<file path="src/rtl/sfifo_drain_pkg.sv">
// Shared types and constants for the FIFO burst drainer and its skid buffer.
package sfifo_drain_pkg;

  typedef enum logic [1:0] {
    ST_IDLE  = 2'd0,
    ST_WAIT  = 2'd1,
    ST_BURST = 2'd2
  } state_e;

  localparam int SKID_DEPTH = 2;

endpackage

</file>
<file path="src/rtl/sfifo_drain_if.sv">
// FIFO read side plus output stream of the drainer, bundled as one interface.
interface sfifo_drain_if #(
  parameter int WIDTH      = 16,
  parameter int DEPTH_BITS = 3
);
  logic [DEPTH_BITS:0] fifo_count;
  logic                fifo_empty;
  logic [WIDTH-1:0]    fifo_dout;
  logic                fifo_rd;
  logic                out_valid;
  logic [WIDTH-1:0]    out_data;
  logic                out_last;
  logic                out_ready;

  modport master (
    input  fifo_count, fifo_empty, fifo_dout, out_ready,
    output fifo_rd, out_valid, out_data, out_last
  );

  modport slave (
    output fifo_count, fifo_empty, fifo_dout, out_ready,
    input  fifo_rd, out_valid, out_data, out_last
  );
endinterface

</file>
<file path="src/rtl/sfifo_drain_skid.sv">
// Two-entry registered valid/ready buffer; head entry drives the output directly.
// Caller must not push at full occupancy unless the head is popped the same cycle.
module sdrain_skid
  import sfifo_drain_pkg::*;
#(
  parameter int W = 17
) (
  input  logic         clk,
  input  logic         rst,
  input  logic         push_vld,
  input  logic [W-1:0] push_dat,
  output logic         out_vld,
  output logic [W-1:0] out_dat,
  input  logic         out_rdy,
  output logic [1:0]   occ
);

  localparam logic [1:0] OCC_FULL = 2'(SKID_DEPTH);

  logic [W-1:0] head_q, head_d;
  logic [W-1:0] tail_q, tail_d;
  logic [1:0]   occ_q, occ_d;
  logic         pop;

  assign pop     = (occ_q != 2'd0) && out_rdy;
  assign out_vld = (occ_q != 2'd0);
  assign out_dat = head_q;
  assign occ     = occ_q;

  always_comb begin
    head_d = head_q;
    tail_d = tail_q;
    occ_d  = occ_q;
    unique case (occ_q)
      2'd0: begin
        if (push_vld) begin
          head_d = push_dat;
          occ_d  = 2'd1;
        end
      end
      2'd1: begin
        if (push_vld && pop) begin
          head_d = push_dat;
        end else if (push_vld) begin
          tail_d = push_dat;
          occ_d  = OCC_FULL;
        end else if (pop) begin
          occ_d = 2'd0;
        end
      end
      default: begin
        // Full: the tail slides into the head on every pop.
        if (pop) begin
          head_d = tail_q;
          if (push_vld) tail_d = push_dat;
          else          occ_d  = 2'd1;
        end
      end
    endcase
  end

  always_ff @(posedge clk or posedge rst) begin
    if (rst) begin
      head_q <= '0;
      tail_q <= '0;
      occ_q  <= 2'd0;
    end else begin
      head_q <= head_d;
      tail_q <= tail_d;
      occ_q  <= occ_d;
    end
  end

endmodule

</file>
<file path="src/rtl/sfifo_drain.sv">
// Drains a synchronous FIFO in snapshot-length bursts once a threshold, timeout or flush fires.
// Words leave through a 2-entry skid buffer, tagged with a last-of-burst flag.
module sfifo_drain
  import sfifo_drain_pkg::*;
#(
  parameter int WIDTH      = 16,
  parameter int DEPTH_BITS = 3,
  parameter int TMO_BITS   = 8
) (
  input  logic                clk,
  input  logic                rst,
  sfifo_drain_if.master       bus,
  input  logic [DEPTH_BITS:0] thresh,
  input  logic [TMO_BITS-1:0] tmo,
  input  logic                flush,
  output logic                busy
);

  localparam logic [DEPTH_BITS:0]  CNT_ONE  = {{DEPTH_BITS{1'b0}}, 1'b1};
  localparam logic [TMO_BITS-1:0]  TMO_ONE  = {{(TMO_BITS-1){1'b0}}, 1'b1};
  localparam logic [1:0]           OCC_FULL = 2'(SKID_DEPTH);

  state_e              state_q, state_d;
  logic [TMO_BITS-1:0] timer_q, timer_d;
  logic [DEPTH_BITS:0] remain_q, remain_d;
  logic [DEPTH_BITS:0] thr_eff;
  logic [1:0]          occ;
  logic                pop_rd;

  // A zero threshold behaves as one so a single word is enough to start.
  assign thr_eff = (thresh == '0) ? CNT_ONE : thresh;

  always_comb begin
    state_d  = state_q;
    timer_d  = timer_q;
    remain_d = remain_q;
    pop_rd   = 1'b0;
    unique case (state_q)
      ST_IDLE: begin
        if (!bus.fifo_empty) begin
          state_d = ST_WAIT;
          timer_d = tmo;
        end
      end
      ST_WAIT: begin
        if ((bus.fifo_count >= thr_eff) || (timer_q == '0) || flush) begin
          state_d  = ST_BURST;
          remain_d = bus.fifo_count;
        end else begin
          timer_d = timer_q - TMO_ONE;
        end
      end
      ST_BURST: begin
        pop_rd = (remain_q != '0) && !bus.fifo_empty &&
                 ((occ < OCC_FULL) || bus.out_ready);
        if (remain_q == '0) begin
          state_d = ST_IDLE;
        end else if (pop_rd) begin
          remain_d = remain_q - CNT_ONE;
          if (remain_q == CNT_ONE) state_d = ST_IDLE;
        end
      end
      default: state_d = ST_IDLE;
    endcase
  end

  always_ff @(posedge clk or posedge rst) begin
    if (rst) begin
      state_q  <= ST_IDLE;
      timer_q  <= '0;
      remain_q <= '0;
    end else begin
      state_q  <= state_d;
      timer_q  <= timer_d;
      remain_q <= remain_d;
    end
  end

  sdrain_skid #(.W(WIDTH + 1)) u_skid (
    .clk      (clk),
    .rst      (rst),
    .push_vld (pop_rd),
    .push_dat ({(remain_q == CNT_ONE), bus.fifo_dout}),
    .out_vld  (bus.out_valid),
    .out_dat  ({bus.out_last, bus.out_data}),
    .out_rdy  (bus.out_ready),
    .occ      (occ)
  );

  assign bus.fifo_rd = pop_rd;
  assign busy        = (state_q != ST_IDLE) || (occ != 2'd0);

endmodule

</file>
<file path="src/flat_wrapper.sv">
// flat-port wrapper written by rule: the top's interface ports become plain ports
module sfifo_drain_flat import sfifo_drain_pkg::*;
#(
  parameter int WIDTH      = 16,
  parameter int DEPTH_BITS = 3,
  parameter int TMO_BITS   = 8
)
  (clk, rst, thresh, tmo, flush, busy, bus_fifo_count, bus_fifo_empty, bus_fifo_dout, bus_out_ready, bus_fifo_rd, bus_out_valid, bus_out_data, bus_out_last);
  sfifo_drain_if #(.WIDTH(WIDTH), .DEPTH_BITS(DEPTH_BITS)) bus_i ();
  input  logic clk;
  input  logic rst;
  input  logic [DEPTH_BITS:0] thresh;
  input  logic [TMO_BITS-1:0] tmo;
  input  logic flush;
  output logic busy;
  input wire logic [$bits(bus_i.fifo_count)-1:0] bus_fifo_count;
  input wire logic [$bits(bus_i.fifo_empty)-1:0] bus_fifo_empty;
  input wire logic [$bits(bus_i.fifo_dout)-1:0] bus_fifo_dout;
  input wire logic [$bits(bus_i.out_ready)-1:0] bus_out_ready;
  output wire logic [$bits(bus_i.fifo_rd)-1:0] bus_fifo_rd;
  output wire logic [$bits(bus_i.out_valid)-1:0] bus_out_valid;
  output wire logic [$bits(bus_i.out_data)-1:0] bus_out_data;
  output wire logic [$bits(bus_i.out_last)-1:0] bus_out_last;
  assign bus_i.fifo_count = bus_fifo_count;
  assign bus_i.fifo_empty = bus_fifo_empty;
  assign bus_i.fifo_dout = bus_fifo_dout;
  assign bus_i.out_ready = bus_out_ready;
  assign bus_fifo_rd = bus_i.fifo_rd;
  assign bus_out_valid = bus_i.out_valid;
  assign bus_out_data = bus_i.out_data;
  assign bus_out_last = bus_i.out_last;
  sfifo_drain #(.WIDTH(WIDTH), .DEPTH_BITS(DEPTH_BITS), .TMO_BITS(TMO_BITS)) u_core (.clk(clk), .rst(rst), .bus(bus_i), .thresh(thresh), .tmo(tmo), .flush(flush), .busy(busy));
endmodule
</file>
<file path="config.mk">
export PLATFORM = sky130hd
export DESIGN_NAME = sfifo_drain_flat
export DESIGN_NICKNAME = d
export VERILOG_FILES = /design/src/rtl/sfifo_drain_pkg.sv /design/src/rtl/sfifo_drain_if.sv /design/src/rtl/sfifo_drain_skid.sv /design/src/rtl/sfifo_drain.sv /design/src/flat_wrapper.sv
export SDC_FILE = /design/constraint.sdc
export NUM_CORES = 1
export LEC_CHECK = 0
export ABC_AREA = 1
export CAP_MARGIN = 20
export CORE_UTILIZATION = 47
export CTS_CLUSTER_SIZE = 28
export DETAILED_ROUTE_END_ITERATION = 7
export GPL_TIMING_DRIVEN = 1
export PLACE_DENSITY = 0.8
export REMOVE_ABC_BUFFERS = 1
export SYNTH_ARGS = -nofsm -noshare
export SYNTH_HDL_FRONTEND = slang
export SYNTH_HIERARCHICAL = 1
export SYNTH_SLANG_ARGS = --single-unit
</file>
<file path="constraint.sdc">
create_clock -name clk -period 1.9 [get_ports clk]
set_input_delay 0.38 -clock clk [delete_from_list [all_inputs] [get_ports clk]]
set_output_delay 0.38 -clock clk [all_outputs]
set_load 0.005 [all_outputs]
</file>
* Word level (Yosys, flattened, before mapping)
Cells that the tools add are included.
** Word-level totals
- Bits of input ports :: 37
- Word-level logic and storage cells :: 84
- Register bits :: 50
** Operators by class
- Add/sub/neg operators :: 2
- Reductions and logical operators :: 27
- Equal/unequal tests :: 16
- Order comparisons :: 2
- Bitwise gates (word level) :: 1
- Muxes and demuxes :: 30
** Operators with widths (count)
- $mux 17 :: 6
- $pmux 17 s2 :: 2
- $mux 2 :: 11
- $mux 4 :: 4
- $mux 8 :: 2
- $pmux 8 s2 :: 1
- $ne 2x2->1 const B :: 6
- $reduce_bool 2->1 :: 5
- $reduce_and 3->1 :: 3
- $logic_not 4->1 :: 2
- $logic_not 8->1 :: 1
- $pmux 4 s2 :: 1
- $reduce_and 4->1 :: 2
- $sub 8x1->8 const B :: 1
- $ne 3x1->1 const B :: 2
- $pmux 2 s3 :: 1
- $reduce_and 5->1 :: 1
- $eq 2x1->1 const B :: 2
- $eq 4x1->1 const B :: 1
- $ge 4x4->1 :: 1
- $logic_and 1x1->1 :: 4
- $logic_not 2->1 :: 2
- $logic_or 1x1->1 :: 4
- $ne 2x1->1 const B :: 2
- other kinds (11) :: 11

* Depth between registers and ports, before layout
- Depth after elaboration :: 7
- Depth in mapped cells :: 13
- Gate-level depth less buffers :: 13

* By module
The synthesis kept the hierarchy.
** Modules (own cells, without submodules)
- sdrain_skid :: instances 1, cells each 220, area each 1716.6 um^2
- sfifo_drain :: instances 1, cells each 172, area each 1151.1 um^2

* Least setup slack after synthesis
No wires, ideal clock.
- Path kind :: register -> register
- Start point :: reg u_core.remain_q[0]
- End point :: reg u_core.u_skid.tail_q[0]
- Library setup time :: 0.116 ns
- Setup slack :: -0.080 ns
- Required time :: 1.784 ns
- Arrival :: 1.864 ns
- Cell stages (with the launch flop) :: 14
- Cell sequence :: dfrtp_1 > inv_1 > ha_1 > nand2_1 > nor2_1 > nor3_1 > nand2_1 > inv_1 > inv_1 > a21oi_4 > nand2_4 > buf_6 > nand2_1 > nand2_1
** Between the ends
- Cells in the longest elaborated chain, start to end :: 7
- Elaborated cells between the ends (all ways) :: 11
- Classes of those cells :: eq/ne (1); mux (5); reduce/logical (5)
** Ends and longest elaborated chain
- from (decl) :: RTL line sfifo_drain.sv:25 : logic [DEPTH_BITS:0] remain_q, remain_d;
- from (signal assigned) :: RTL line sfifo_drain.sv:75 : remain_q <= remain_d;
- $reduce_bool 4->1 (*) :: RTL line sfifo_drain.sv:54 : pop_rd = (remain_q != '0) && !bus.fifo_empty &&
- $logic_and 1x1->1 (*) (2 in a row) :: RTL line sfifo_drain.sv:54
- $mux 1 (*) :: RTL line sfifo_drain.sv:38 : unique case (state_q)
- named net bus_fifo_rd :: RTL line flat_wrapper.sv:20 : output wire logic [$bits(bus_i.fifo_rd)-1:0] bus_fifo_rd;
- $mux 17 or $logic_and 1x1->1 (tied branches)
- $mux 17 (tied with other cells)
- $pmux 17 s2 or $reduce_and 3->1 (tied branches)
- to (signal assigned) :: RTL line sfifo_drain_skid.sv:69 : tail_q <= tail_d;
- to (decl) :: RTL line sfifo_drain_skid.sv:21 : logic [W-1:0] tail_q, tail_d;
The timed path passes the listed nets; every way through them passes the cells marked *. The select of a mux whose other input is x is not followed.
A chain may end at the register's enable or synchronous reset.

* Final worst setup path
- Start point :: reg u_core.remain_q[1]
- End point :: reg u_core.u_skid.tail_q[10]
** Between the ends
- Cells in the longest elaborated chain, start to end :: 7
- Elaborated cells between the ends (all ways) :: 11
- Classes of those cells :: eq/ne (1); mux (5); reduce/logical (5)
** Ends and longest elaborated chain (RTL line)
- $reduce_bool 4->1 (*) :: sfifo_drain.sv:54
- $logic_and 1x1->1 (*) (2 in a row) :: sfifo_drain.sv:54
- $mux 1 (*) :: sfifo_drain.sv:38
- $mux 17 or $logic_and 1x1->1 (tied branches)
- $mux 17 (tied with other cells)
- $pmux 17 s2 or $reduce_and 3->1 (tied branches)
Every way passes the cells marked *; elsewhere a longest branch is shown, timed or not. The select of a mux whose other input is x is not followed.

==> impl_metrics.py <==
metrics = {
    "cts": {
        "clock_latency_ns": 0.31,
        "cts_htree_levels": 2,
        "clock_sinks": 50,
        "cts-root-buf": "clkbuf_8",
        "numCtsBuffers": 5,
        "clkTransAtPathRegs_ns": 0.10,
        "holdBufCountCts": 0,
        "clk_path_buf_depth": 2,
        "cts_tree": "done",
    },
    "power_and_ir_drop": {
        "powerDensity_nw_per_um2": 1310,
        "p_seq_share_pct": 35.5,
        "p_clk_share_pct": 14.4,
        "p_switching_uw": 2100,
        "p_int_uw": 3150,
        "irDropWorstVdd_v": 0.000668,
        "switching_share_pct": 40.0,
        "p_leak_uw": 0.00213,
        "combPwrFrac_pct": 50.1,
    },
    "logic_synthesis": {
        "yosys_warnings": 6,
        "synth_top_family_by_area": "simple AND/OR/NAND/NOR gates",
        "synth-xor-area-share_pct": 0.305,
        "synth-compound-area-share_pct": 4.41,
        "netlist_area_sq_um": 2870,
        "yosys.area.top_type": "dfrtp_1",
        "syn_area_per_cell_sq_um": 7.32,
        "synth_fa_ha_area_share_pct": 3.49,
        "seq_area_frac_synth_pct": 43.6,
        "yosys.area_share.simple_pct": 40.8,
        "synth_area_leaders": "dfrtp_1 44%, nand2_1 24%, nand3_1 9.2%",
        "synthMuxAreaShare_pct": 0,
        "ys_ff_latch": 50,
        "synthCells": 392,
        "ys_types": 28,
        "synth.top_cell.area_share_pct": 43.6,
    },
    "detailed_routing": {
        "top_layer": "met4",
        "wl_met3_microns": 499,
        "wl_met2_microns": 4100,
        "drc": 0,
        "wl_met1_microns": 3210,
        "via_per_inst": 5.27,
        "first_pass_iters": 7,
        "post_drt_wl_per_cell_microns": 14.1,
        "vias": 2962,
        "wl_microns": 7940,
        "ant_nets": 0,
        "drtIter0Drc": 314,
    },
    "global_route": {
        "grt_pass1_wl_microns": 12200,
        "antenna_found_initial": 0,
        "grt_pass1_vias": 2799,
        "grtUsageTotal_pct": 24.4,
        "gr-total-overflow": 0,
        "grt_max_degree": 37,
    },
    "placement": {
        "io_buffers": 56,
        "place_congestion": 0.834,
        "post-dp-hpwl_microns": 4950,
        "dpl.cell_count": 535,
        "pre_cts_ws_ns": -0.323,
    },
    "floorplan": {
        "die_x_microns": 80.1,
        "rows": 28,
        "die_h_microns": 80.1,
        "start_util_pct": 48.7,
        "io_pins": 57,
        "die-area_sq_um": 6420,
        "core_area_sq_um": 5890,
    },
    "sta": {
        "period_needed_ns": 1.91,
        "maxSlewViolCount": 0,
        "rsz0062_at_grt": "true",
        "timing.final.ws_setup_ns": -0.00693,
        "skew_ns": 0.0110,
        "hold_viol_final": 0,
        "slew_headroom_pct": 58.8,
        "worst_pin_slew_ns": 0.613,
        "finalSetupViolCount": 1,
        "final.period_utilization_pct": 100,
        "whs_ns": 0.474,
        "max_freq_ghz": 0.524,
    },
    "setup_path": {
        "crit_fanout": 5,
        "end_kind": "register",
        "arrival_ns": 2.16,
        "required_ns": 2.15,
        "startpoint_type": "register",
        "critPathKind": "register to register",
    },
    "layout": {
        "layout-area-overhead-vs-synth_pct": 40.3,
        "fill_cells": 450,
        "final_layout_size_suffix_gt1_share_pct": 18.7,
        "antenna_cells": 0,
        "final_cell_count_no_fill": 562,
        "finalNetCount": 531,
        "final_common_cell": "nand2_1",
        "final_core_util_pct": 68.3,
        "final_cell_mix": "177 x nand2_1, 53 x clkdlybuf4s50_1, 51 x nand3_1, 50 x dfrtp_1, 28 x buf_4",
    },
    "job": {
        "drv_cap": 0,
    },
    "outcome": {
        "status": "finished, violations left",
        "violations": "negative setup slack",
    },
    "min_path": {
        "hp-class": "register to register",
    },
}
[power groups by stage]
stage	clock network (uW)	registers [uW]	logic, uW
3_3_place_gp	0	1830	2250
3_5_place_dp	0	1850	2330
6_report	758	1860	2630
5_1_grt	815	1910	2930
4_1_cts	770	1840	2440
2_1_floorplan	0	1840	1310
[state kept, by name, indices dropped and copies added (netlist names)]
signal,cells
u_core/remain_q,4
u_core/state_q,2
u_core/timer_q,8
u_core/u_skid/occ,2
u_core/u_skid/out_dat,17
u_core/u_skid/tail_q,17
[synth_stat cells (all sizes together)]
cell type  count
nand2        191
nand3         54
dfrtp         50
inv           37
nor2          14
buf           10
ha             8
o21ai          8
a21oi          5
nor3           4
a31oi          3
nand4          2
a21boi         1
a31o           1
o211ai         1
o31ai          1
or2            1
xor2           1
[cell families (layout without fill, tap and decap cells)]
family                   after synthesis  count (layout)
AND/OR/NAND/NOR                      266             270
flip-flops                            50              50
buffers and inverters                 47             138
AO/OA/AOI/OAI                         20              20
adder cells (fa/ha/maj)                8               8
XOR/XNOR                               1               1
[layout make-up]
class                   instances  area, sq um  share of cell area (%)
repair buffers                 93          898                    22.3
well taps                      75         93.8                    2.33
inverters                      37          141                    3.51
multi-input cells             299         1520                    37.9
clock inverters                 3         45.0                    1.12
flip-flops and latches         50         1250                    31.1
clock buffers                   5         68.8                    1.71
[worst max-delay path: stages (launching register included)]
cell	delay, ns
dfrtp_1	0.37
inv_2	0.06
ha_4	0.17
nand2_4	0.06
nor2_2	0.05
nor3_2	0.18
nand2_2	0.09
inv_2	0.07
buf_6	0.11
inv_2	0.06
a21oi_4	0.19
buf_6	0.16
buf_6	0.12
nand3_1	0.08
nand2_1	0.09
[through the flow]
step / cell area, sq um / TNS, ns / power [uW]
6_report: 4020 / -0.00693 / 5250
5_1_grt: 4020 / -1.07 / 5660
4_1_cts: 3860 / -0.0480 / 5050
3_5_place_dp: 3620 / -12.89 / 4190
3_3_place_gp: 3620 / -9.09 / 4080
2_1_floorplan: 2800 / -3.85 / 3150
[path summary, 6_finish.rpt]
kind	slack, ns	startpoint	endpoint	depth (start not counted)
setup reg to reg	-0.007	u_core/remain_q[1]	u_core/u_skid/tail_q[10]	14
setup / recovery	-0.007	u_core/remain_q[1]	u_core/u_skid/tail_q[10]	14
min in group asynchronous	0.48	rst	u_core/timer_q[5]	2
hold reg to reg	0.47	u_core/u_skid/out_dat[6]	u_core/u_skid/out_dat[6]	2
max in group asynchronous	1.03	rst	u_core/u_skid/tail_q[8]	3
hold / removal	0.47	u_core/u_skid/out_dat[6]	u_core/u_skid/out_dat[6]	2
[per-layer routing]
| layer | GRT usage (%) | up-vias |
|---|---|---|
| met5 | 0 | - |
| met4 | 7.86 | 0 |
| met3 | 4.09 | 17 |
| met2 | 42.0 | 118 |
| met1 | 31.1 | 1398 |
| li1 | - | 1429 |
[repair_timing]
item,4_1_cts,5_1_grt
pin swaps,4,9
gates cloned,2,4
setup buffers,8,6
gates resized for setup,12,29
endpoints found under the setup margin,38,49
Power figures use the tool's default switching activity.
